$ cat config.mk
export PLATFORM = sky130hd
export DESIGN_NAME = mips_io_port_flat
export DESIGN_NICKNAME = d
export VERILOG_FILES = /design/src/rtl/mips_io_port_if.sv /design/src/rtl/mips_io_port.sv /design/src/flat_wrapper.sv
export SDC_FILE = /design/constraint.sdc
export NUM_CORES = 1
export LEC_CHECK = 0
export ABC_AREA = 0
export CAP_MARGIN = 20
export CORE_MARGIN = 2
export CORE_UTILIZATION = 54
export CTS_CLUSTER_DIAMETER = 50
export DETAILED_ROUTE_END_ITERATION = 7
export HOLD_SLACK_MARGIN = 0.08
export PLACE_DENSITY = 0.79
export SLEW_MARGIN = 10
export SYNTH_ARGS = -nofsm -noshare
export SYNTH_HDL_FRONTEND = slang
export SYNTH_SLANG_ARGS = --single-unit
$ cat constraint.sdc
create_clock -name clk -period 2.47 [get_ports clk]
set_input_delay 0.494 -clock clk [delete_from_list [all_inputs] [get_ports clk]]
set_output_delay 0.494 -clock clk [all_outputs]
set_load 0.01 [all_outputs]
$ cat src/rtl/mips_io_port_if.sv
// Bus bundle between the MIPS core / external stream and the I/O port peripheral.
// The master side drives the core strobes and the external stream inputs; the slave
// side is the peripheral itself.
interface mips_io_port_if #(
    parameter int DATA_W = 16,
    parameter int ADDR_W = 2
);
    logic [DATA_W-1:0] cpu_data_out;
    logic              cpu_wr;
    logic              cpu_rd;
    logic [DATA_W-1:0] cpu_data_in;
    logic              interrupt;
    logic              intr_ack;
    logic [DATA_W-1:0] ext_in_data;
    logic              ext_in_valid;
    logic              ext_in_ready;
    logic [DATA_W-1:0] ext_out_data;
    logic              ext_out_valid;
    logic              ext_out_ready;
    logic [ADDR_W:0]   rx_count;
    logic              tx_overflow;

    modport master (
        output cpu_data_out, cpu_wr, cpu_rd, intr_ack,
               ext_in_data, ext_in_valid, ext_out_ready,
        input  cpu_data_in, interrupt, ext_in_ready,
               ext_out_data, ext_out_valid, rx_count, tx_overflow
    );

    modport slave (
        input  cpu_data_out, cpu_wr, cpu_rd, intr_ack,
               ext_in_data, ext_in_valid, ext_out_ready,
        output cpu_data_in, interrupt, ext_in_ready,
               ext_out_data, ext_out_valid, rx_count, tx_overflow
    );
endinterface

$ cat src/rtl/mips_io_port.sv
// MIPS core I/O port: RX FIFO (external stream -> core), TX FIFO (core -> external
// stream) and a three-state interrupt controller driven by RX occupancy.
module mips_io_port #(
    parameter int DATA_W = 16,
    parameter int DEPTH  = 4,
    parameter int ADDR_W = 2,
    parameter int THRESH = 1
) (
    input  logic         clk,
    input  logic         reset,
    mips_io_port_if.slave bus
);

    localparam logic [ADDR_W:0]   CNT_FULL   = (ADDR_W+1)'(DEPTH);
    localparam logic [ADDR_W:0]   CNT_THRESH = (ADDR_W+1)'(THRESH);
    localparam logic [ADDR_W:0]   CNT_ONE    = (ADDR_W+1)'(1);
    localparam logic [ADDR_W-1:0] PTR_ONE    = ADDR_W'(1);

    typedef enum logic [1:0] {
        ST_IDLE    = 2'd0,
        ST_ASSERT  = 2'd1,
        ST_SERVICE = 2'd2
    } irq_state_e;

    // ---------------- RX FIFO storage and control ----------------
    logic [DATA_W-1:0] rx_mem_q [DEPTH];
    logic [ADDR_W-1:0] rx_wptr_q, rx_wptr_d;
    logic [ADDR_W-1:0] rx_rptr_q, rx_rptr_d;
    logic [ADDR_W:0]   rx_cnt_q,  rx_cnt_d;
    logic              rx_full, rx_empty, rx_push, rx_pop;

    // ---------------- TX FIFO storage and control ----------------
    logic [DATA_W-1:0] tx_mem_q [DEPTH];
    logic [ADDR_W-1:0] tx_wptr_q, tx_wptr_d;
    logic [ADDR_W-1:0] tx_rptr_q, tx_rptr_d;
    logic [ADDR_W:0]   tx_cnt_q,  tx_cnt_d;
    logic              tx_full, tx_empty, tx_push, tx_pop;
    logic              tx_ovf_q,  tx_ovf_d;

    irq_state_e        state_q, state_d;

    // Handshake qualification; full/empty come from registered counts only, so a pop
    // never frees space for a push in the same cycle.
    always_comb begin
        rx_full  = (rx_cnt_q == CNT_FULL);
        rx_empty = (rx_cnt_q == '0);
        tx_full  = (tx_cnt_q == CNT_FULL);
        tx_empty = (tx_cnt_q == '0);
        rx_push  = bus.ext_in_valid & ~rx_full;
        rx_pop   = bus.cpu_rd & ~rx_empty;
        tx_push  = bus.cpu_wr & ~tx_full;
        tx_pop   = ~tx_empty & bus.ext_out_ready;
    end

    // Next pointer/count values for both FIFOs plus the sticky overflow flag.
    always_comb begin
        rx_wptr_d = rx_push ? rx_wptr_q + PTR_ONE : rx_wptr_q;
        rx_rptr_d = rx_pop  ? rx_rptr_q + PTR_ONE : rx_rptr_q;
        rx_cnt_d  = rx_cnt_q;
        if (rx_push && !rx_pop) begin
            rx_cnt_d = rx_cnt_q + CNT_ONE;
        end else if (!rx_push && rx_pop) begin
            rx_cnt_d = rx_cnt_q - CNT_ONE;
        end

        tx_wptr_d = tx_push ? tx_wptr_q + PTR_ONE : tx_wptr_q;
        tx_rptr_d = tx_pop  ? tx_rptr_q + PTR_ONE : tx_rptr_q;
        tx_cnt_d  = tx_cnt_q;
        if (tx_push && !tx_pop) begin
            tx_cnt_d = tx_cnt_q + CNT_ONE;
        end else if (!tx_push && tx_pop) begin
            tx_cnt_d = tx_cnt_q - CNT_ONE;
        end

        tx_ovf_d = tx_ovf_q | (bus.cpu_wr & tx_full);
    end

    // FIFO pointer, count and overflow registers; reset discards all buffered data.
    always_ff @(posedge clk or negedge reset) begin
        if (!reset) begin
            rx_wptr_q <= '0;
            rx_rptr_q <= '0;
            rx_cnt_q  <= '0;
            tx_wptr_q <= '0;
            tx_rptr_q <= '0;
            tx_cnt_q  <= '0;
            tx_ovf_q  <= 1'b0;
        end else begin
            rx_wptr_q <= rx_wptr_d;
            rx_rptr_q <= rx_rptr_d;
            rx_cnt_q  <= rx_cnt_d;
            tx_wptr_q <= tx_wptr_d;
            tx_rptr_q <= tx_rptr_d;
            tx_cnt_q  <= tx_cnt_d;
            tx_ovf_q  <= tx_ovf_d;
        end
    end

    // FIFO data storage; contents are only meaningful between the pointers.
    always_ff @(posedge clk) begin
        if (rx_push) begin
            rx_mem_q[rx_wptr_q] <= bus.ext_in_data;
        end
        if (tx_push) begin
            tx_mem_q[tx_wptr_q] <= bus.cpu_data_out;
        end
    end

    // Interrupt state register.
    always_ff @(posedge clk or negedge reset) begin
        if (!reset) begin
            state_q <= ST_IDLE;
        end else begin
            state_q <= state_d;
        end
    end

    // Interrupt next-state: raise on occupancy, wait for ack, then wait for drain.
    always_comb begin
        state_d = state_q;
        unique case (state_q)
            ST_IDLE:    if (rx_cnt_q >= CNT_THRESH) state_d = ST_ASSERT;
            ST_ASSERT:  if (bus.intr_ack)           state_d = ST_SERVICE;
            ST_SERVICE: if (rx_cnt_q == '0)         state_d = ST_IDLE;
            default:                                state_d = ST_IDLE;
        endcase
    end

    // Outputs: interrupt decodes straight from the state register, data heads fall through.
    always_comb begin
        bus.interrupt     = (state_q == ST_ASSERT);
        bus.cpu_data_in   = rx_empty ? '0 : rx_mem_q[rx_rptr_q];
        bus.ext_in_ready  = ~rx_full;
        bus.ext_out_data  = tx_mem_q[tx_rptr_q];
        bus.ext_out_valid = ~tx_empty;
        bus.rx_count      = rx_cnt_q;
        bus.tx_overflow   = tx_ovf_q;
    end

endmodule

$ cat src/flat_wrapper.sv
// flat-port wrapper written by rule: the top's interface ports become plain ports
module mips_io_port_flat 
#(
    parameter int DATA_W = 16,
    parameter int DEPTH  = 4,
    parameter int ADDR_W = 2,
    parameter int THRESH = 1
)
  (clk, reset, bus_cpu_data_out, bus_cpu_wr, bus_cpu_rd, bus_intr_ack, bus_ext_in_data, bus_ext_in_valid, bus_ext_out_ready, bus_cpu_data_in, bus_interrupt, bus_ext_in_ready, bus_ext_out_data, bus_ext_out_valid, bus_rx_count, bus_tx_overflow);
  mips_io_port_if #(.DATA_W(DATA_W), .ADDR_W(ADDR_W)) bus_i ();
  input  logic clk;
  input  logic reset;
  input wire logic [$bits(bus_i.cpu_data_out)-1:0] bus_cpu_data_out;
  input wire logic [$bits(bus_i.cpu_wr)-1:0] bus_cpu_wr;
  input wire logic [$bits(bus_i.cpu_rd)-1:0] bus_cpu_rd;
  input wire logic [$bits(bus_i.intr_ack)-1:0] bus_intr_ack;
  input wire logic [$bits(bus_i.ext_in_data)-1:0] bus_ext_in_data;
  input wire logic [$bits(bus_i.ext_in_valid)-1:0] bus_ext_in_valid;
  input wire logic [$bits(bus_i.ext_out_ready)-1:0] bus_ext_out_ready;
  output wire logic [$bits(bus_i.cpu_data_in)-1:0] bus_cpu_data_in;
  output wire logic [$bits(bus_i.interrupt)-1:0] bus_interrupt;
  output wire logic [$bits(bus_i.ext_in_ready)-1:0] bus_ext_in_ready;
  output wire logic [$bits(bus_i.ext_out_data)-1:0] bus_ext_out_data;
  output wire logic [$bits(bus_i.ext_out_valid)-1:0] bus_ext_out_valid;
  output wire logic [$bits(bus_i.rx_count)-1:0] bus_rx_count;
  output wire logic [$bits(bus_i.tx_overflow)-1:0] bus_tx_overflow;
  assign bus_i.cpu_data_out = bus_cpu_data_out;
  assign bus_i.cpu_wr = bus_cpu_wr;
  assign bus_i.cpu_rd = bus_cpu_rd;
  assign bus_i.intr_ack = bus_intr_ack;
  assign bus_i.ext_in_data = bus_ext_in_data;
  assign bus_i.ext_in_valid = bus_ext_in_valid;
  assign bus_i.ext_out_ready = bus_ext_out_ready;
  assign bus_cpu_data_in = bus_i.cpu_data_in;
  assign bus_interrupt = bus_i.interrupt;
  assign bus_ext_in_ready = bus_i.ext_in_ready;
  assign bus_ext_out_data = bus_i.ext_out_data;
  assign bus_ext_out_valid = bus_i.ext_out_valid;
  assign bus_rx_count = bus_i.rx_count;
  assign bus_tx_overflow = bus_i.tx_overflow;
  mips_io_port #(.DATA_W(DATA_W), .DEPTH(DEPTH), .ADDR_W(ADDR_W), .THRESH(THRESH)) u_core (.clk(clk), .reset(reset), .bus(bus_i));
endmodule
Word level (Yosys, flattened, before mapping) --
Memory sizes are Yosys's and may differ from the RTL's. Cells that the tools add are included.
Storage, ports and cells: RAM bits 128, bits in registers 17, logic and storage cells 63, memories kept 2
Memories:
- u_core.rx_mem_q | depth 4, width 16, read ports 1, clocked after memory_dff 0, wr ports 1, RTL line mips_io_port.sv:26 | logic [DATA_W-1:0] rx_mem_q [DEPTH];
- u_core.tx_mem_q | depth 4, width 16, read ports 1, clocked after memory_dff 0, wr ports 1, RTL line mips_io_port.sv:33 | logic [DATA_W-1:0] tx_mem_q [DEPTH];
Cells by class: reductions and logical operators 14, add/subtract/negate cells 8, magnitude comparators 1, equal/unequal tests 7, multiplexer cells 13, bitwise gates (word level) 10
Operator list (count):
- $mux 16 | 1
- $mux 3 | 4
- $add 2x1->2 const B | 4
- $add 3x1->3 const B | 2
- $eq 3x3->1 const B | 2
- $logic_not 3->1 | 2
- $mux 2 | 3
- $pmux 2 s3 | 1
- $sub 3x1->3 const B | 2
- $and 1x1->1 | 5
- $logic_and 1x1->1 | 4
- $logic_not 1->1 | 4
- $mux 1 | 4
- $ne 2x1->1 const B | 2
- $not 1->1 | 4
- $reduce_bool 2->1 | 2
- $ge 3x1->1 const B | 1
- $reduce_and 3->1 | 1
- $eq 2x1->1 const B | 1
- $eq 2x2->1 const B | 1
- $logic_not 2->1 | 1
- $ne 2x2->1 const B | 1
- $or 1x1->1 | 1

Longest topological paths before layout --
Gate-level depths: netlist of the first run.
depth after elaboration 7, gate-level depth with buffers 9, depth with buffers taken out 8

Worst setup path after synthesis of the first run --
Ideal clock, no wire load.
path kind register to register, start point register u_core.tx_cnt_q[0], end point register u_core.tx_cnt_q[2], required time 2.391 ns, path buffers 0, arrival 1.977 ns, slack 0.414 ns, cell stages (with the launch flop) 9, path through dfrtp_1 or3_1 nand2_1 ha_1 inv_1 fa_1 xor2_1 nor2_1 xor2_1
Between the ends: longest elaborated chain between the ends 6, elaborated cells between the ends (all ways) 15, those cells by class add/sub (2); eq/ne (1); mux (2); bitwise (4); reduce/logical (6)
RTL lines:
- start: declaration | RTL line mips_io_port.sv:36 | logic [ADDR_W:0] tx_cnt_q, tx_cnt_d;
- start signal: assignment | RTL line mips_io_port.sv:94 | tx_cnt_q <= tx_cnt_d;
- $logic_not 3->1 * | RTL line mips_io_port.sv:48 | tx_empty = (tx_cnt_q == '0);
- $not 1->1 *
- named net bus_ext_out_valid | RTL line flat_wrapper.sv:24 | output wire logic [$bits(bus_i.ext_out_valid)-1:0] bus_ext_out_valid;
- $and 1x1->1 * | RTL line mips_io_port.sv:52 | tx_pop = ~tx_empty & bus.ext_out_ready;
- $logic_not 1->1 | RTL line mips_io_port.sv:69 | if (tx_push && !tx_pop) begin
- $logic_and 1x1->1 | RTL line mips_io_port.sv:69
- $mux 3 or $reduce_bool 2->1 (tied branches)
The timed path passes the listed nets; every way through them passes the cells marked *. The select of a mux whose other input is x is not followed. A chain may end at the register's enable or synchronous reset.

Final worst setup path of the first run --
start point register u_core.rx_rptr_q[0], end point output bus_cpu_data_in[3]
Between the ends: longest elaborated chain between the ends 2
RTL lines:
- start: declaration | RTL line mips_io_port.sv:28 | logic [ADDR_W-1:0] rx_rptr_q, rx_rptr_d;
- start signal: assignment | RTL line mips_io_port.sv:90 | rx_rptr_q <= rx_rptr_d;
- $mem_v2 4x16
- $mux 16 | RTL line mips_io_port.sv:132 | bus.cpu_data_in = rx_empty ? '0 : rx_mem_q[rx_rptr_q];
- end: declaration | RTL line flat_wrapper.sv:20 | output wire logic [$bits(bus_i.cpu_data_in)-1:0] bus_cpu_data_in;
No other way between the ends.

==> run metrics, run 1 <==
layout cells sized above 1=34.2%; Post-Synthesis Cells=271; sequential standard cell area=4270 um^2; Ant. Diodes=0; Final setup violation count=0; GRT Total Usage=21.4%; Yosys reg bits=145; dpl cells=490; Leak Pwr=2.78 nW; Synth warnings=0; most common cell in the synthesized netlist=edfxtp_1; Die ar.=11400 um^2; CTS tree=built; Crit path required time=1980 ps; startpoint types=flip-flop; post-synth top area share=67.1%; routed wire length per instance=21.2 um; setup TNS=0 ps; CTS Root Cell=clkbuf_8; drt drc=0; Final Total Pwr=10.1 mW; initial antenna violation count=0; Worst-Margin Slew=752 ps; DRT iter0 DRCs=219; largest net degree at the start of global routing=19; TritonRoute pass-1 iters=4; unrepaired setup endpoints after global routing=yes; Syn Area/Cell=21.1 um^2; DP HPWL=6180 um; Post-Syn Nets=325; Max Fclk=405 MHz; nets=448; Worst Path Arrival=1970 ps; via count=2952; Slew headroom=49.7%; fraction of registers with async set or reset after synthesis=11.7%; GP Congestion=0.708; final hold vios=0; top_reg_cell synth=edfxtp_1; Multi-input gate area=1360 um^2; status=finished clean; Die X=107 um; Max FO, Critical Path=4; Clock Path Buffers=2; IO Pins=78; CTS sink cnt=145; element type at the critical path end=output port; maximum VDD drop=0.715 mV; number of synthesized flops with an enable pin=128; fin area=7590 um^2; Placement Rows=37; Setup CP Type=reg2out; first-pass GRT wire length=17300 um; Yosys top cell by area=edfxtp_1; Fillers=584; minimum clock period=2470 ps; synth top area cells=edfxtp_1, mux4_2, dfrtp_1; hold buffers post-CTS=0; final std cells w/o fill=543; Die Y=107 um; synthesized cell area=5730 um^2; Placed Area=6740 um^2; PwrDens=1340 nW/um^2; GRT overflow=0; vias in the first global route=3148; register area share after synthesis=74.5%; Clock Pin Slew Worst Setup and Hold Paths=60 ps; post-synth cell types=29; core box area=10300 um^2; Clock Skews=9.16 ps; CTS Buf Count=17; Layout area overhead=32.5%; Post-Route WL=11500 um; MaxCap Viol Count=0; Worst-Skew Late Latency=510 ps; initial cell density of the core=55.5%; Tightest Hold Check Type=in2async; routed vias/inst=5.44; Final Max Slew Viols=0; antenna-violating nets left=0; Post-synth top cells=edfxtp_1, and2_1, mux4_2; IO Port Bufs=77; final period utilization=99.9%; htree depth=4
path summary, 6_finish.rpt:
path,startpoint,to,slack (ps),cells after the start
worst max-delay path,u_core.rx_rptr_q[0],bus_cpu_data_in[3],3,6
worst min register to register,u_core.state_q[1],u_core.state_q[0],480,1
worst min-delay path,reset,u_core.state_q[1],430,1
worst max register to register,u_core.tx_cnt_q[0],u_core.tx_cnt_q[2],290,8
min in group clk,u_core.state_q[1],u_core.state_q[0],480,1
max in group asynchronous,reset,u_core.rx_rptr_q[0],1510,1
through the flow:
stage	hold slack (ps)	utilization, %	setup WS (ps)
detailed placement	469	65.3	122
global placement	448	65.3	213
CTS	438	73.6	-43.8
finish	429	73.5	2.73
floorplan	198	-	414
global route	487	73.5	-65.4
logic make-up (layout without fill, tap and decap cells):
family                   Yosys count  in the layout  share of synthesized area, %
flip-flops                       145            145                          74.5
AND/OR/NAND/NOR                   40             40                          3.89
multiplexers                      35             35                          13.7
buffers and inverters             17            153                          1.75
adder cells (fa/ha/maj)           15             15                          3.41
XOR/XNOR                          12             12                          1.84
AO/OA/AOI/OAI                      7              7                         0.896
placed cells by master (no fill, tap or decap), types with 2 or more instances in the layout:
cell type        count
and2_1              12
and2_4              12
buf_12               3
buf_2               11
buf_4               22
buf_6               20
bufinv_16            7
clkbuf_1             5
clkbuf_16           17
clkbuf_2             3
clkdlybuf4s50_1     45
clkinvlp_4           2
dfrtp_1             15
dfrtp_2              2
dlygate4sd2_1        7
edfxtp_1           128
ha_1                13
inv_1                7
mux2_2               2
mux4_2              32
nand2_1              7
nand3_1              2
nor2_1               3
o21ai_0              3
xnor2_1              8
xor2_1               4
power by group:
group | switching (mW) | internal [mW] | leakage, nW
Sequential | 0.259 | 3.29 | 1.37
Clock | 0.922 | 1.95 | 0.314
Combinational | 1.63 | 2.09 | 1.09
flip-flops by register name (all words and copies together), names as in the netlist:
name,cells
u_core.state_q,2
u_core.tx_cnt_q,3
u_core.tx_wptr_q,2
u_core.bus.tx_overflow,1
u_core.rx_mem_q,64
u_core.tx_mem_q,64
u_core.rx_rptr_q,2
u_core.rx_wptr_q,2
u_core.bus.rx_count,3
u_core.tx_rptr_q,2
per-layer routing:
metal | up-vias | GRT usage (%) | part of all wire, %
met5 | - | 0 | 0
met4 | 0 | 8.44 | 2.3
met3 | 21 | 5.59 | 5.6
met2 | 142 | 35.7 | 53
met1 | 1475 | 27.2 | 39
li1 | 1314 | - | -
critical path, stage by stage, from the launching register on:
cell     delay (ps)
dfrtp_2         410
buf_6           140
buf_16          130
buf_6           110
mux4_2          410
and2_4          150
buf_6           110
layout make-up:
type                            instances  share of cell area [%]
Clock buffer                           22                    5.70
Tap cell                              136                    2.24
Timing Repair Buffer                  114                    14.4
Sequential cell                       145                    56.3
Inverter                                7                   0.346
Multi-Input combinational cell        109                    17.9
Clock inverter                         10                    3.08
timing repair:
action,in CTS,in global routing
pin swaps,10,2
gates cloned,2,1
buffers inserted,19,0
gates resized for setup,133,18
endpoints found under the setup margin,32,22
endpoints found under the hold margin,0,0
(Power assumes the default switching activity.)
==> run 2, diff against run 1 <==
--- a/config.mk
+++ b/config.mk
@@ -7,12 +7,14 @@
 export LEC_CHECK = 0
 export ABC_AREA = 0
 export CAP_MARGIN = 20
+export CELL_PAD_IN_SITES_DETAIL_PLACEMENT = 1
+export CELL_PAD_IN_SITES_GLOBAL_PLACEMENT = 2
 export CORE_MARGIN = 2
-export CORE_UTILIZATION = 54
+export CORE_UTILIZATION = 42
 export CTS_CLUSTER_DIAMETER = 50
 export DETAILED_ROUTE_END_ITERATION = 7
 export HOLD_SLACK_MARGIN = 0.08
-export PLACE_DENSITY = 0.79
+export PLACE_DENSITY_LB_ADDON = 0.1
 export SLEW_MARGIN = 10
 export SYNTH_ARGS = -nofsm -noshare
 export SYNTH_HDL_FRONTEND = slang
==> run metrics, run 2 (synthesized netlist as in run 1, its figures left out) <==
Final WS setup=71.0 ps (was 2.73 ps); core box area=13300 um^2 (was 10300 um^2); setup TNS=0 ps (unchanged); Crit path required time=1980 ps (about the same); Die ar.=14600 um^2 (was 11400 um^2); CTS Root Cell=clkbuf_16 (was clkbuf_8); nets=440 (was 448); post-layout util=56.0% (was 73.5%); Clock Path Buffers=2 (unchanged); Die X=121 um (was 107 um); Worst-Margin Slew=297 ps (was 752 ps); initial cell density of the core=43.1% (was 55.5%); via count=2804 (was 2952); antenna-violating nets left=0 (unchanged); status=finished clean (unchanged); Post-Route M1 WL=4200 um (was 4460 um); commonest non-fill, non-tap cell in the layout=edfxtp_1 (unchanged); Setup CP Type=reg2out (unchanged); Post-Route WL=10200 um (was 11500 um); met2 WL post-DR=5370 um (was 6140 um); worst hold margin=414 ps (was 429 ps); most frequent cells in the layout=edfxtp_1, clkdlybuf4s50_1, mux4_2 (unchanged); element type at the critical path end=output port (unchanged); Worst-Skew Late Latency=410 ps (was 510 ps); Final Total Pwr=9.23 mW (was 10.1 mW); largest net degree at the start of global routing=18 (was 19); DRT iter0 DRCs=122 (was 219); vias in the first global route=3107 (was 3148); Worst Path Arrival=1910 ps (was 1970 ps); GP Congestion=0.658 (was 0.708); highest routed layer=met4 (unchanged); Max Fclk=417 MHz (was 405 MHz); CTS tree=built (unchanged); routed wire length per instance=17.8 um (was 21.2 um); MaxCap Viol Count=0 (unchanged); Die Y=121 um (was 107 um); routed vias/inst=4.89 (was 5.44); final period utilization=97.1% (was 99.9%); maximum VDD drop=0.580 mV (was 0.715 mV); TritonRoute pass-1 iters=4 (unchanged); GRT overflow=0 (unchanged); Clock Skews=7.91 ps (was 9.16 ps); CTS Buf Count=17 (unchanged); Ant. Diodes=0 (unchanged); DP HPWL=6650 um (was 6180 um); Final Max Slew Viols=0 (unchanged); PwrDens=1240 nW/um^2 (was 1340 nW/um^2); GRT Total Usage=15.5% (was 21.4%); Leak Pwr=2.68 nW (was 2.78 nW); CTS sink cnt=145 (unchanged); IO Port Bufs=77 (unchanged); startpoint types=flip-flop (unchanged); Tightest Hold Check Type=in2async (unchanged); Clock Pin Slew Worst Setup and Hold Paths=60 ps (about the same); Slew headroom=80.0% (was 49.7%); final hold vios=0 (unchanged); drt drc=0 (unchanged); IO Pins=78 (unchanged); Placement Rows=42 (was 37); layout cells sized above 1=25.4% (was 34.2%); Setup WS pre-CTS=167 ps (was 122 ps); minimum clock period=2400 ps (was 2470 ps); initial antenna violation count=0 (unchanged); Max FO, Critical Path=5 (was 4); top flop regs=u_core.rx_mem_q (64), u_core.tx_mem_q (64) (unchanged); Final setup violation count=0 (unchanged); Layout area overhead=30.0% (was 32.5%); first-pass GRT wire length=16400 um (was 17300 um); htree depth=4 (unchanged); met3 wire length=463 um (was 644 um)
## run 2: worst paths after layout
| kind | startpoint | end | slack, ps | depth (start not counted) |
|---|---|---|---|---|
| worst max-delay path | u_core.rx_rptr_q[0] | bus_cpu_data_in[13] | 70 | 5 |
| worst min-delay path | reset | u_core.bus.rx_count[0] | 410 | 2 |
| worst max register to register | u_core.tx_cnt_q[0] | u_core.tx_cnt_q[2] | 350 | 8 |
| worst min register to register | u_core.bus.tx_overflow | u_core.bus.tx_overflow | 470 | 1 |
| max in group asynchronous | reset | u_core.tx_wptr_q[1] | 1850 | 2 |
| min in group clk | u_core.bus.tx_overflow | u_core.bus.tx_overflow | 470 | 1 |
## run 2: repair_timing
action	CTS	global route
setup buffers	6	1
hold buffers	0	0
resized for setup	49	19
setup endpoints to repair	32	15
pin swaps	0	2
## run 2: final cells by class
cell class | instances | area (um^2)
Timing Repair Buffer | 106 | 986
Inverter | 7 | 26.3
Multi-Input combinational cell | 109 | 1350
Fill cell | 1216 | 5850
Tap cell | 176 | 220
Sequential cell | 145 | 4270
Clock inverter | 14 | 165
Clock buffer | 17 | 425
## run 2: layer usage
metal	GRT usage (%)	up-vias
met5	0	-
met4	5.89	0
met3	5.14	14
met2	26.3	58
met1	18.5	1428
li1	-	1304
## run 2: critical path, stage by stage, from the launching register on
cell      delay, ps
dfrtp_1         400
buf_6           150
buf_12          110
mux4_1          530
and2_1          180
clkbuf_2        130
## run 2: report_power, final
part	internal (mW)	switching, mW	leakage (nW)
Combinational	1.74	1.47	1.03
Clock	1.58	0.947	0.281
Sequential	3.28	0.217	1.37
Total	6.60	2.63	2.68
## run 2: stage by stage
stage | instances | cell area, um^2
after floorplan | 271 | 5730
after global placement | 536 | 6850
after detailed placement | 536 | 6850
after CTS | 573 | 7440
after global routing | 574 | 7450
final | 574 | 7450
